$ cat src/rtl/ex_stage_mdu_if.sv
// Decode-to-execute bundle for ex_stage_mdu: decode fields, ALU/MDU operands,
// pipeline control and the registered EX/MEM fields going out.
interface ex_stage_mdu_if #(
  parameter int XLEN = 32,
  parameter int PC_W = 30,
  parameter int RA_W = 5
);
  logic              stall;
  logic              flush;
  logic [XLEN-1:0]   alu_res;
  logic              alu_of;
  logic [2:0]        mdu_op;
  logic [XLEN-1:0]   mdu_a;
  logic [XLEN-1:0]   mdu_b;
  logic              id_en;
  logic [PC_W-1:0]   id_pc;
  logic              id_br_flag;
  logic [1:0]        id_mem_op;
  logic [XLEN-1:0]   id_mem_wdata;
  logic [1:0]        id_ctrl_op;
  logic [RA_W-1:0]   id_dst_addr;
  logic              id_gpr_wen;
  logic [2:0]        id_exp_code;
  logic              ex_en;
  logic [PC_W-1:0]   ex_pc;
  logic              ex_br_flag;
  logic [1:0]        ex_mem_op;
  logic [XLEN-1:0]   ex_mem_wdata;
  logic [1:0]        ex_ctrl_op;
  logic [RA_W-1:0]   ex_dst_addr;
  logic              ex_gpr_wen;
  logic [2:0]        ex_exp_code;
  logic [XLEN-1:0]   ex_out;
  logic              ex_busy;
  logic [XLEN-1:0]   fwd_data;

  modport master (
    output stall, flush, alu_res, alu_of, mdu_op, mdu_a, mdu_b,
           id_en, id_pc, id_br_flag, id_mem_op, id_mem_wdata, id_ctrl_op,
           id_dst_addr, id_gpr_wen, id_exp_code,
    input  ex_en, ex_pc, ex_br_flag, ex_mem_op, ex_mem_wdata, ex_ctrl_op,
           ex_dst_addr, ex_gpr_wen, ex_exp_code, ex_out, ex_busy, fwd_data
  );

  modport slave (
    input  stall, flush, alu_res, alu_of, mdu_op, mdu_a, mdu_b,
           id_en, id_pc, id_br_flag, id_mem_op, id_mem_wdata, id_ctrl_op,
           id_dst_addr, id_gpr_wen, id_exp_code,
    output ex_en, ex_pc, ex_br_flag, ex_mem_op, ex_mem_wdata, ex_ctrl_op,
           ex_dst_addr, ex_gpr_wen, ex_exp_code, ex_out, ex_busy, fwd_data
  );
endinterface

$ cat src/rtl/ex_stage_mdu.sv
// Execute stage: registers single-cycle ALU results into EX/MEM and runs an
// iterative radix-2 multiply/divide unit (shift-add multiply, restoring
// divide) for MUL/MULHU/DIVU/REMU, stalling the pipeline while it iterates.
module ex_stage_mdu #(
  parameter int         XLEN    = 32,
  parameter int         PC_W    = 30,
  parameter int         RA_W    = 5,
  parameter logic [2:0] EXP_OVF = 3'd2
) (
  input logic           cpu_clk,
  input logic           cpu_rst,
  ex_stage_mdu_if.slave bus
);
  localparam int CNT_W = $clog2(XLEN);
  localparam logic [CNT_W-1:0] CNT_LAST = CNT_W'(XLEN - 1);

  localparam logic [2:0] OP_MUL   = 3'd1;
  localparam logic [2:0] OP_MULHU = 3'd2;
  localparam logic [2:0] OP_DIVU  = 3'd3;
  localparam logic [2:0] OP_REMU  = 3'd4;

  typedef enum logic [1:0] {IDLE, RUN, DONE} state_t;

  typedef struct packed {
    logic            en;
    logic [PC_W-1:0] pc;
    logic            br;
    logic [1:0]      mem_op;
    logic [XLEN-1:0] wdata;
    logic [1:0]      ctrl;
    logic [RA_W-1:0] dst;
    logic            wen;
    logic [2:0]      exp;
    logic [XLEN-1:0] out;
  } ex_t;

  // Reserved encodings 5-7 behave like "no MDU op".
  function automatic logic is_mdu(input logic [2:0] op);
    return (op != 3'd0) && (op <= OP_REMU);
  endfunction

  // Multiply leaves {hi,lo} in {acc,qr}; divide leaves {rem,quo} in {acc,qr}.
  function automatic logic [XLEN-1:0] mdu_sel(input logic [2:0] op,
                                               input logic [XLEN-1:0] acc,
                                               input logic [XLEN-1:0] qr);
    case (op)
      OP_MUL, OP_DIVU:   return qr;
      OP_MULHU, OP_REMU: return acc;
      default:           return '0;
    endcase
  endfunction

  state_t           state;
  logic [CNT_W-1:0] cnt;
  logic [2:0]       op_p0;
  logic [XLEN-1:0]  opnd_p0;   // multiplicand (mul) or divisor (div)
  logic [XLEN-1:0]  acc_p0;    // product high half / partial remainder
  logic [XLEN-1:0]  qr_p0;     // multiplier-then-product-low / dividend-then-quotient
  ex_t              hld;       // decode fields of the instruction inside the MDU
  ex_t              ex_q;
  ex_t              id_raw;
  ex_t              alu_f;
  logic             start;
  logic             op_is_mul;
  logic [XLEN:0]    mul_sum;
  logic [XLEN:0]    div_sh;
  logic [XLEN:0]    div_diff;
  logic [XLEN-1:0]  mdu_res;

  // Decode fields as presented, and the single-cycle variant with overflow applied.
  always_comb begin
    id_raw        = '0;
    id_raw.en     = bus.id_en;
    id_raw.pc     = bus.id_pc;
    id_raw.br     = bus.id_br_flag;
    id_raw.mem_op = bus.id_mem_op;
    id_raw.wdata  = bus.id_mem_wdata;
    id_raw.ctrl   = bus.id_ctrl_op;
    id_raw.dst    = bus.id_dst_addr;
    id_raw.wen    = bus.id_gpr_wen;
    id_raw.exp    = bus.id_exp_code;
    id_raw.out    = bus.alu_res;
    alu_f         = id_raw;
    if (bus.alu_of) begin
      alu_f.exp = EXP_OVF;
      alu_f.wen = 1'b0;
    end
  end

  // One radix-2 step of each algorithm; the op register picks which is used.
  always_comb begin
    op_is_mul = (op_p0 == OP_MUL) || (op_p0 == OP_MULHU);
    mul_sum   = {1'b0, acc_p0} + (qr_p0[0] ? {1'b0, opnd_p0} : '0);
    div_sh    = {acc_p0, qr_p0[XLEN-1]};
    div_diff  = div_sh - {1'b0, opnd_p0};
  end

  assign start   = (state == IDLE) && bus.id_en && is_mdu(bus.mdu_op) &&
                   !bus.flush && !bus.stall;
  assign mdu_res = mdu_sel(op_p0, acc_p0, qr_p0);

  assign bus.ex_busy  = !bus.flush && (start || (state == RUN));
  assign bus.fwd_data = (state == DONE) ? mdu_res : bus.alu_res;

  // MDU control FSM and iterative datapath.
  always_ff @(posedge cpu_clk) begin
    if (cpu_rst) begin
      state   <= IDLE;
      cnt     <= '0;
      op_p0   <= '0;
      opnd_p0 <= '0;
      acc_p0  <= '0;
      qr_p0   <= '0;
      hld     <= '0;
    end else if (bus.flush) begin
      state <= IDLE;
    end else begin
      case (state)
        IDLE: begin
          if (start) begin
            op_p0  <= bus.mdu_op;
            acc_p0 <= '0;
            cnt    <= '0;
            hld    <= id_raw;
            if ((bus.mdu_op == OP_MUL) || (bus.mdu_op == OP_MULHU)) begin
              opnd_p0 <= bus.mdu_a;
              qr_p0   <= bus.mdu_b;
            end else begin
              opnd_p0 <= bus.mdu_b;
              qr_p0   <= bus.mdu_a;
            end
            state <= RUN;
          end
        end
        RUN: begin
          if (op_is_mul) begin
            acc_p0 <= mul_sum[XLEN:1];
            qr_p0  <= {mul_sum[0], qr_p0[XLEN-1:1]};
          end else if (!div_diff[XLEN]) begin
            acc_p0 <= div_diff[XLEN-1:0];
            qr_p0  <= {qr_p0[XLEN-2:0], 1'b1};
          end else begin
            acc_p0 <= div_sh[XLEN-1:0];
            qr_p0  <= {qr_p0[XLEN-2:0], 1'b0};
          end
          cnt <= cnt + 1'b1;
          if (cnt == CNT_LAST) state <= DONE;
        end
        DONE: begin
          if (!bus.stall) state <= IDLE;
        end
        default: state <= IDLE;
      endcase
    end
  end

  // EX/MEM pipeline register: MDU result, hold, bubble or single-cycle result.
  always_ff @(posedge cpu_clk) begin
    if (cpu_rst || bus.flush) begin
      ex_q <= '0;
    end else if ((state == DONE) && !bus.stall) begin
      ex_q     <= hld;
      ex_q.out <= mdu_res;
    end else if (bus.stall || (state == DONE)) begin
      ex_q <= ex_q;
    end else if (start || (state == RUN)) begin
      ex_q <= '0;
    end else begin
      ex_q <= alu_f;
    end
  end

  assign bus.ex_en        = ex_q.en;
  assign bus.ex_pc        = ex_q.pc;
  assign bus.ex_br_flag   = ex_q.br;
  assign bus.ex_mem_op    = ex_q.mem_op;
  assign bus.ex_mem_wdata = ex_q.wdata;
  assign bus.ex_ctrl_op   = ex_q.ctrl;
  assign bus.ex_dst_addr  = ex_q.dst;
  assign bus.ex_gpr_wen   = ex_q.wen;
  assign bus.ex_exp_code  = ex_q.exp;
  assign bus.ex_out       = ex_q.out;
endmodule

$ cat src/flat_wrapper.sv
// flat-port wrapper written by rule: the top's interface ports become plain ports
module ex_stage_mdu_flat 
#(
  parameter int         XLEN    = 32,
  parameter int         PC_W    = 30,
  parameter int         RA_W    = 5,
  parameter logic [2:0] EXP_OVF = 3'd2
)
  (cpu_clk, cpu_rst, bus_stall, bus_flush, bus_alu_res, bus_alu_of, bus_mdu_op, bus_mdu_a, bus_mdu_b, bus_id_en, bus_id_pc, bus_id_br_flag, bus_id_mem_op, bus_id_mem_wdata, bus_id_ctrl_op, bus_id_dst_addr, bus_id_gpr_wen, bus_id_exp_code, bus_ex_en, bus_ex_pc, bus_ex_br_flag, bus_ex_mem_op, bus_ex_mem_wdata, bus_ex_ctrl_op, bus_ex_dst_addr, bus_ex_gpr_wen, bus_ex_exp_code, bus_ex_out, bus_ex_busy, bus_fwd_data);
  ex_stage_mdu_if #(.XLEN(XLEN), .PC_W(PC_W), .RA_W(RA_W)) bus_i ();
  input logic cpu_clk;
  input logic cpu_rst;
  input wire logic [$bits(bus_i.stall)-1:0] bus_stall;
  input wire logic [$bits(bus_i.flush)-1:0] bus_flush;
  input wire logic [$bits(bus_i.alu_res)-1:0] bus_alu_res;
  input wire logic [$bits(bus_i.alu_of)-1:0] bus_alu_of;
  input wire logic [$bits(bus_i.mdu_op)-1:0] bus_mdu_op;
  input wire logic [$bits(bus_i.mdu_a)-1:0] bus_mdu_a;
  input wire logic [$bits(bus_i.mdu_b)-1:0] bus_mdu_b;
  input wire logic [$bits(bus_i.id_en)-1:0] bus_id_en;
  input wire logic [$bits(bus_i.id_pc)-1:0] bus_id_pc;
  input wire logic [$bits(bus_i.id_br_flag)-1:0] bus_id_br_flag;
  input wire logic [$bits(bus_i.id_mem_op)-1:0] bus_id_mem_op;
  input wire logic [$bits(bus_i.id_mem_wdata)-1:0] bus_id_mem_wdata;
  input wire logic [$bits(bus_i.id_ctrl_op)-1:0] bus_id_ctrl_op;
  input wire logic [$bits(bus_i.id_dst_addr)-1:0] bus_id_dst_addr;
  input wire logic [$bits(bus_i.id_gpr_wen)-1:0] bus_id_gpr_wen;
  input wire logic [$bits(bus_i.id_exp_code)-1:0] bus_id_exp_code;
  output wire logic [$bits(bus_i.ex_en)-1:0] bus_ex_en;
  output wire logic [$bits(bus_i.ex_pc)-1:0] bus_ex_pc;
  output wire logic [$bits(bus_i.ex_br_flag)-1:0] bus_ex_br_flag;
  output wire logic [$bits(bus_i.ex_mem_op)-1:0] bus_ex_mem_op;
  output wire logic [$bits(bus_i.ex_mem_wdata)-1:0] bus_ex_mem_wdata;
  output wire logic [$bits(bus_i.ex_ctrl_op)-1:0] bus_ex_ctrl_op;
  output wire logic [$bits(bus_i.ex_dst_addr)-1:0] bus_ex_dst_addr;
  output wire logic [$bits(bus_i.ex_gpr_wen)-1:0] bus_ex_gpr_wen;
  output wire logic [$bits(bus_i.ex_exp_code)-1:0] bus_ex_exp_code;
  output wire logic [$bits(bus_i.ex_out)-1:0] bus_ex_out;
  output wire logic [$bits(bus_i.ex_busy)-1:0] bus_ex_busy;
  output wire logic [$bits(bus_i.fwd_data)-1:0] bus_fwd_data;
  assign bus_i.stall = bus_stall;
  assign bus_i.flush = bus_flush;
  assign bus_i.alu_res = bus_alu_res;
  assign bus_i.alu_of = bus_alu_of;
  assign bus_i.mdu_op = bus_mdu_op;
  assign bus_i.mdu_a = bus_mdu_a;
  assign bus_i.mdu_b = bus_mdu_b;
  assign bus_i.id_en = bus_id_en;
  assign bus_i.id_pc = bus_id_pc;
  assign bus_i.id_br_flag = bus_id_br_flag;
  assign bus_i.id_mem_op = bus_id_mem_op;
  assign bus_i.id_mem_wdata = bus_id_mem_wdata;
  assign bus_i.id_ctrl_op = bus_id_ctrl_op;
  assign bus_i.id_dst_addr = bus_id_dst_addr;
  assign bus_i.id_gpr_wen = bus_id_gpr_wen;
  assign bus_i.id_exp_code = bus_id_exp_code;
  assign bus_ex_en = bus_i.ex_en;
  assign bus_ex_pc = bus_i.ex_pc;
  assign bus_ex_br_flag = bus_i.ex_br_flag;
  assign bus_ex_mem_op = bus_i.ex_mem_op;
  assign bus_ex_mem_wdata = bus_i.ex_mem_wdata;
  assign bus_ex_ctrl_op = bus_i.ex_ctrl_op;
  assign bus_ex_dst_addr = bus_i.ex_dst_addr;
  assign bus_ex_gpr_wen = bus_i.ex_gpr_wen;
  assign bus_ex_exp_code = bus_i.ex_exp_code;
  assign bus_ex_out = bus_i.ex_out;
  assign bus_ex_busy = bus_i.ex_busy;
  assign bus_fwd_data = bus_i.fwd_data;
  ex_stage_mdu #(.XLEN(XLEN), .PC_W(PC_W), .RA_W(RA_W), .EXP_OVF(EXP_OVF)) u_core (.cpu_clk(cpu_clk), .cpu_rst(cpu_rst), .bus(bus_i));
endmodule
$ cat config.mk
export PLATFORM = sky130hd
export DESIGN_NAME = ex_stage_mdu_flat
export DESIGN_NICKNAME = d
export VERILOG_FILES = /design/src/rtl/ex_stage_mdu_if.sv /design/src/rtl/ex_stage_mdu.sv /design/src/flat_wrapper.sv
export SDC_FILE = /design/constraint.sdc
export NUM_CORES = 1
export LEC_CHECK = 0
export CORE_ASPECT_RATIO = 1.1
export CORE_MARGIN = 1.5
export CORE_UTILIZATION = 51
export DETAILED_ROUTE_END_ITERATION = 7
export HOLD_SLACK_MARGIN = 0.02
export PLACE_DENSITY = 0.79
export SLEW_MARGIN = 30
export SYNTH_ARGS = -nofsm -noshare
export SYNTH_HDL_FRONTEND = slang
export SYNTH_SLANG_ARGS = --single-unit
$ cat constraint.sdc
create_clock -name cpu_clk -period 6.9 [get_ports cpu_clk]
set_input_delay 1.38 -clock cpu_clk [delete_from_list [all_inputs] [get_ports cpu_clk]]
set_output_delay 1.38 -clock cpu_clk [all_outputs]
set_load 0.01 [all_outputs]
==> impl_results.md <==
* Gr ovfl total at 0
* Number of nets in the layout at 2743
* Outcome: finished clean
* DRT antenna net count at 0
* Power per Cell Area at 200 nW/µm²
* P_leak at 8.53 nW
* IO Pins at around 320
* Dpl hpwl at roughly 40000 µm
* WL final at between 50000 and 60000 µm
* Post-synth EDFFs at 0
* Global Route Usage Sum at 0.324
* Crit Path Max Fanout at 122
* Clk root buf: clkbuf_16
* Pwr Total at 4.27 mW
* Largest buffer count on any clock path at 3
* Worst VDD drop at 0.172 mV
* CTS-repair resized insts at 0
* Yosys cell types at 72
* Core Box Area at 32500 µm²
* Clock skew at around 16 ps
* Later-pin clock latency in the skew report at 570 ps
* IO Port Bufs at 322
* H-tree levels at 1
* Dominant cell type by area after synthesis: dfxtp_1
* Setup total negative slack at 0 ps
* Sw Ratio at 0.277
* Sequential fraction of the synthesis area at 0.344
* Max-slew violations at 0
* Sequence of cells on the critical path: buf_6, nor4_1, nand3_4, nand2_1, nand2b_2, inv_2, clkdlybuf4s50_1
* Max-slew headroom at 0.365
* Share of cells above drive strength 1 at 0.0418
* WHS at 456 ps
* Synth Instances at ~2300
* Crit path DAT at about 3300 ps
* Avg Inst Size Synth at 7.41 µm²
* Fin crit share at 0.675
* Max incr delay on CP at roughly 600 ps
* Vias in the first global route at 16600
* Initial antenna violation count at 3
* Die Y at 194 µm
* Min cycle time layout at roughly 4700 ps
* Post-route DRC at 0
* NetSw at about 1.2 mW
* DR iter-0 viols at ~1800
* Final setup vio count at 0
* Hold_buf cts at 0
* CTS tree: done
* Ys flop type: dfxtp_1
* Critical path type: in2out
* Mean number of vias per cell at 6.06
* Die Wd at about 180 µm
* Total CTS buffers at 31
* Pin count of the biggest net entering global routing at 123
* Reg power frac at 0.413
* Mapped Area at 17000 µm²
* Cell family with most CP delay: buffers and inverters
* Max Freq at 0.215 GHz
* Starting Density at 0.522
* Worst path bufs/invs at 3
* Cell Int Power at 3.09 mW
* Mapped Nets at approximately 2500
* Critical Path RT at roughly 5500 ps
* Area delta synth->final at 25.9%
* Hold Vio Cnt, Final at 0
* Clock group share of total power at 0.405
* # clock sinks at 292
* Synth area leaders: dfxtp_1 (34%), nand2_1 (9.5%), a21oi_1 (7.9%)
* Non-Filler Instances at 2943
* Flops & latches, synth at ~290
* RD Place Congestion at 0.928
* Ys async rst share at 0
* Combinational share of power at 0.182
* Tightest Pin Transition at 951 ps
* Hold Path Class: reg2reg
* # Post-CTS Setup Buffers at 0
* Placed cells at around 2900
* Vias at ~18000
* Rows at 69
* Die area at 34400 µm²
* RSZ-0062 raised after global routing: false
* YS warnings at 0
* Fill cell total of the finished layout at 2768
* First-pass GRT wire length at 90000 µm
* CP max-delay cell: nor4_1
* CP Capture Type: output pin
* CP Launch Type: input pin
* Wirelength per Cell at 19.6 µm
* TritonRoute pass-1 iters at 5
* Post-synth top area share at 0.344
* Clock transition at the registers of the reported paths at ~60 ps
* Max-cap violations at 0
## layout by cell type (no fill, tap or decap), types with 38 or more instances in the layout
master,synthesis,routed
nand2_1,428,428
clkdlybuf4s50_1,0,320
nor2_1,296,294
dfxtp_1,292,292
a21oi_1,268,268
a22oi_1,92,92
o21ai_0,70,70
ha_1,66,66
and2_1,65,65
a311oi_1,65,65
mux2i_1,53,53
inv_1,44,44
a22o_1,38,38
## synthesized netlist by cell type (all sizes together) (20+ instances only)
master,count
a311oi,66
nand2,429
and2,66
ha,66
a22o,38
mux2i,53
dfxtp,292
xor2,22
nor2,297
a22oi,92
clkbuf,153
o21ai,100
nand3,27
xnor2,32
a21o,28
buf,20
a211oi,36
a21oi,269
inv,45
## metrics by stage
step            util  instance area [µm²]  worst slack, ps
2_1_floorplan      -                17000             2920
3_3_place_gp   0.624                20300             2250
3_5_place_dp   0.625                20300             2220
4_1_cts        0.657                21400             2220
5_1_grt        0.657                21400             2100
6_report       0.657                21400             2240
## state kept, by name, indices dropped and copies added (netlist names), 2 cells and up
name,flops
u_core.bus.ex_mem_op,2
u_core.bus.ex_pc,30
u_core.bus.ex_ctrl_op,2
u_core.op_p0,3
u_core.opnd_p0,32
u_core.bus.ex_mem_wdata,32
u_core.hld,77
u_core.bus.ex_out,32
u_core.state,2
u_core.cnt,5
u_core.bus.ex_dst_addr,5
u_core.acc_p0,32
u_core.bus.ex_exp_code,3
u_core.qr_p0,32
## final timing paths
kind / depth (start not counted) / startpoint / to / slack (ps)
setup reg to reg: 12 / u_core.opnd_p0[2] / u_core.acc_p0[30] / 2710
hold / removal: 2 / u_core.hld[72] / u_core.hld[72] / 460
setup / recovery: 7 / bus_stall / bus_ex_busy / 2240
hold reg to reg: 2 / u_core.hld[72] / u_core.hld[72] / 460
## routing by layer
| metal | track usage | part of all wire | vias to the layer above |
|---|---|---|---|
| li1 | - | - | 8474 |
| met1 | 0.408 | 0.40 | 8431 |
| met2 | 0.554 | 0.48 | 779 |
| met3 | 0.0411 | 0.073 | 139 |
| met4 | 0.137 | 0.040 | 0 |
| met5 | 0 | 0 | - |
## kinds of logic (layout without fill, tap and decap cells)
family | after synthesis | after routing | synth area share
AOI/OAI and AO/OA | 712 | 712 | 0.275
xor gates and xnor gates | 54 | 54 | 0.0279
adders and majority gates | 68 | 68 | 0.0510
buffers and inverters | 218 | 442 | 0.0497
DFF | 292 | 292 | 0.344
muxes | 53 | 53 | 0.0312
other | 0 | 3 | 0
and+or+nand+nor | 893 | 893 | 0.221
## layout make-up
type | instances | area (µm²) | share of cell area
tap | 426 | 533 | 0.0249
inverter | 45 | 169 | 0.00790
timing repair buffer | 344 | 3420 | 0.160
clock inverter | 13 | 181 | 0.00849
clock buffer | 40 | 850 | 0.0397
sequential | 292 | 5850 | 0.273
antenna | 3 | 7.51 | 0.000351
multi-input combinational | 1780 | 10400 | 0.485
## power groups by stage
stage | clock (mW) | sequential, mW | combinational, mW
finish | 1.73 | 1.76 | 0.779
global route | 1.81 | 1.77 | 0.843
CTS | 1.74 | 1.76 | 0.772
detailed placement | 0 | 1.80 | 0.767
global placement | 0 | 1.80 | 0.755
floorplan | 0 | 1.80 | 0.462
## tightest hold or removal path: stages (launching register included)
cell     delay [ps]
dfxtp_1         310
nand2_1          50
a21oi_1          50
Power figures use the tool's default switching activity.
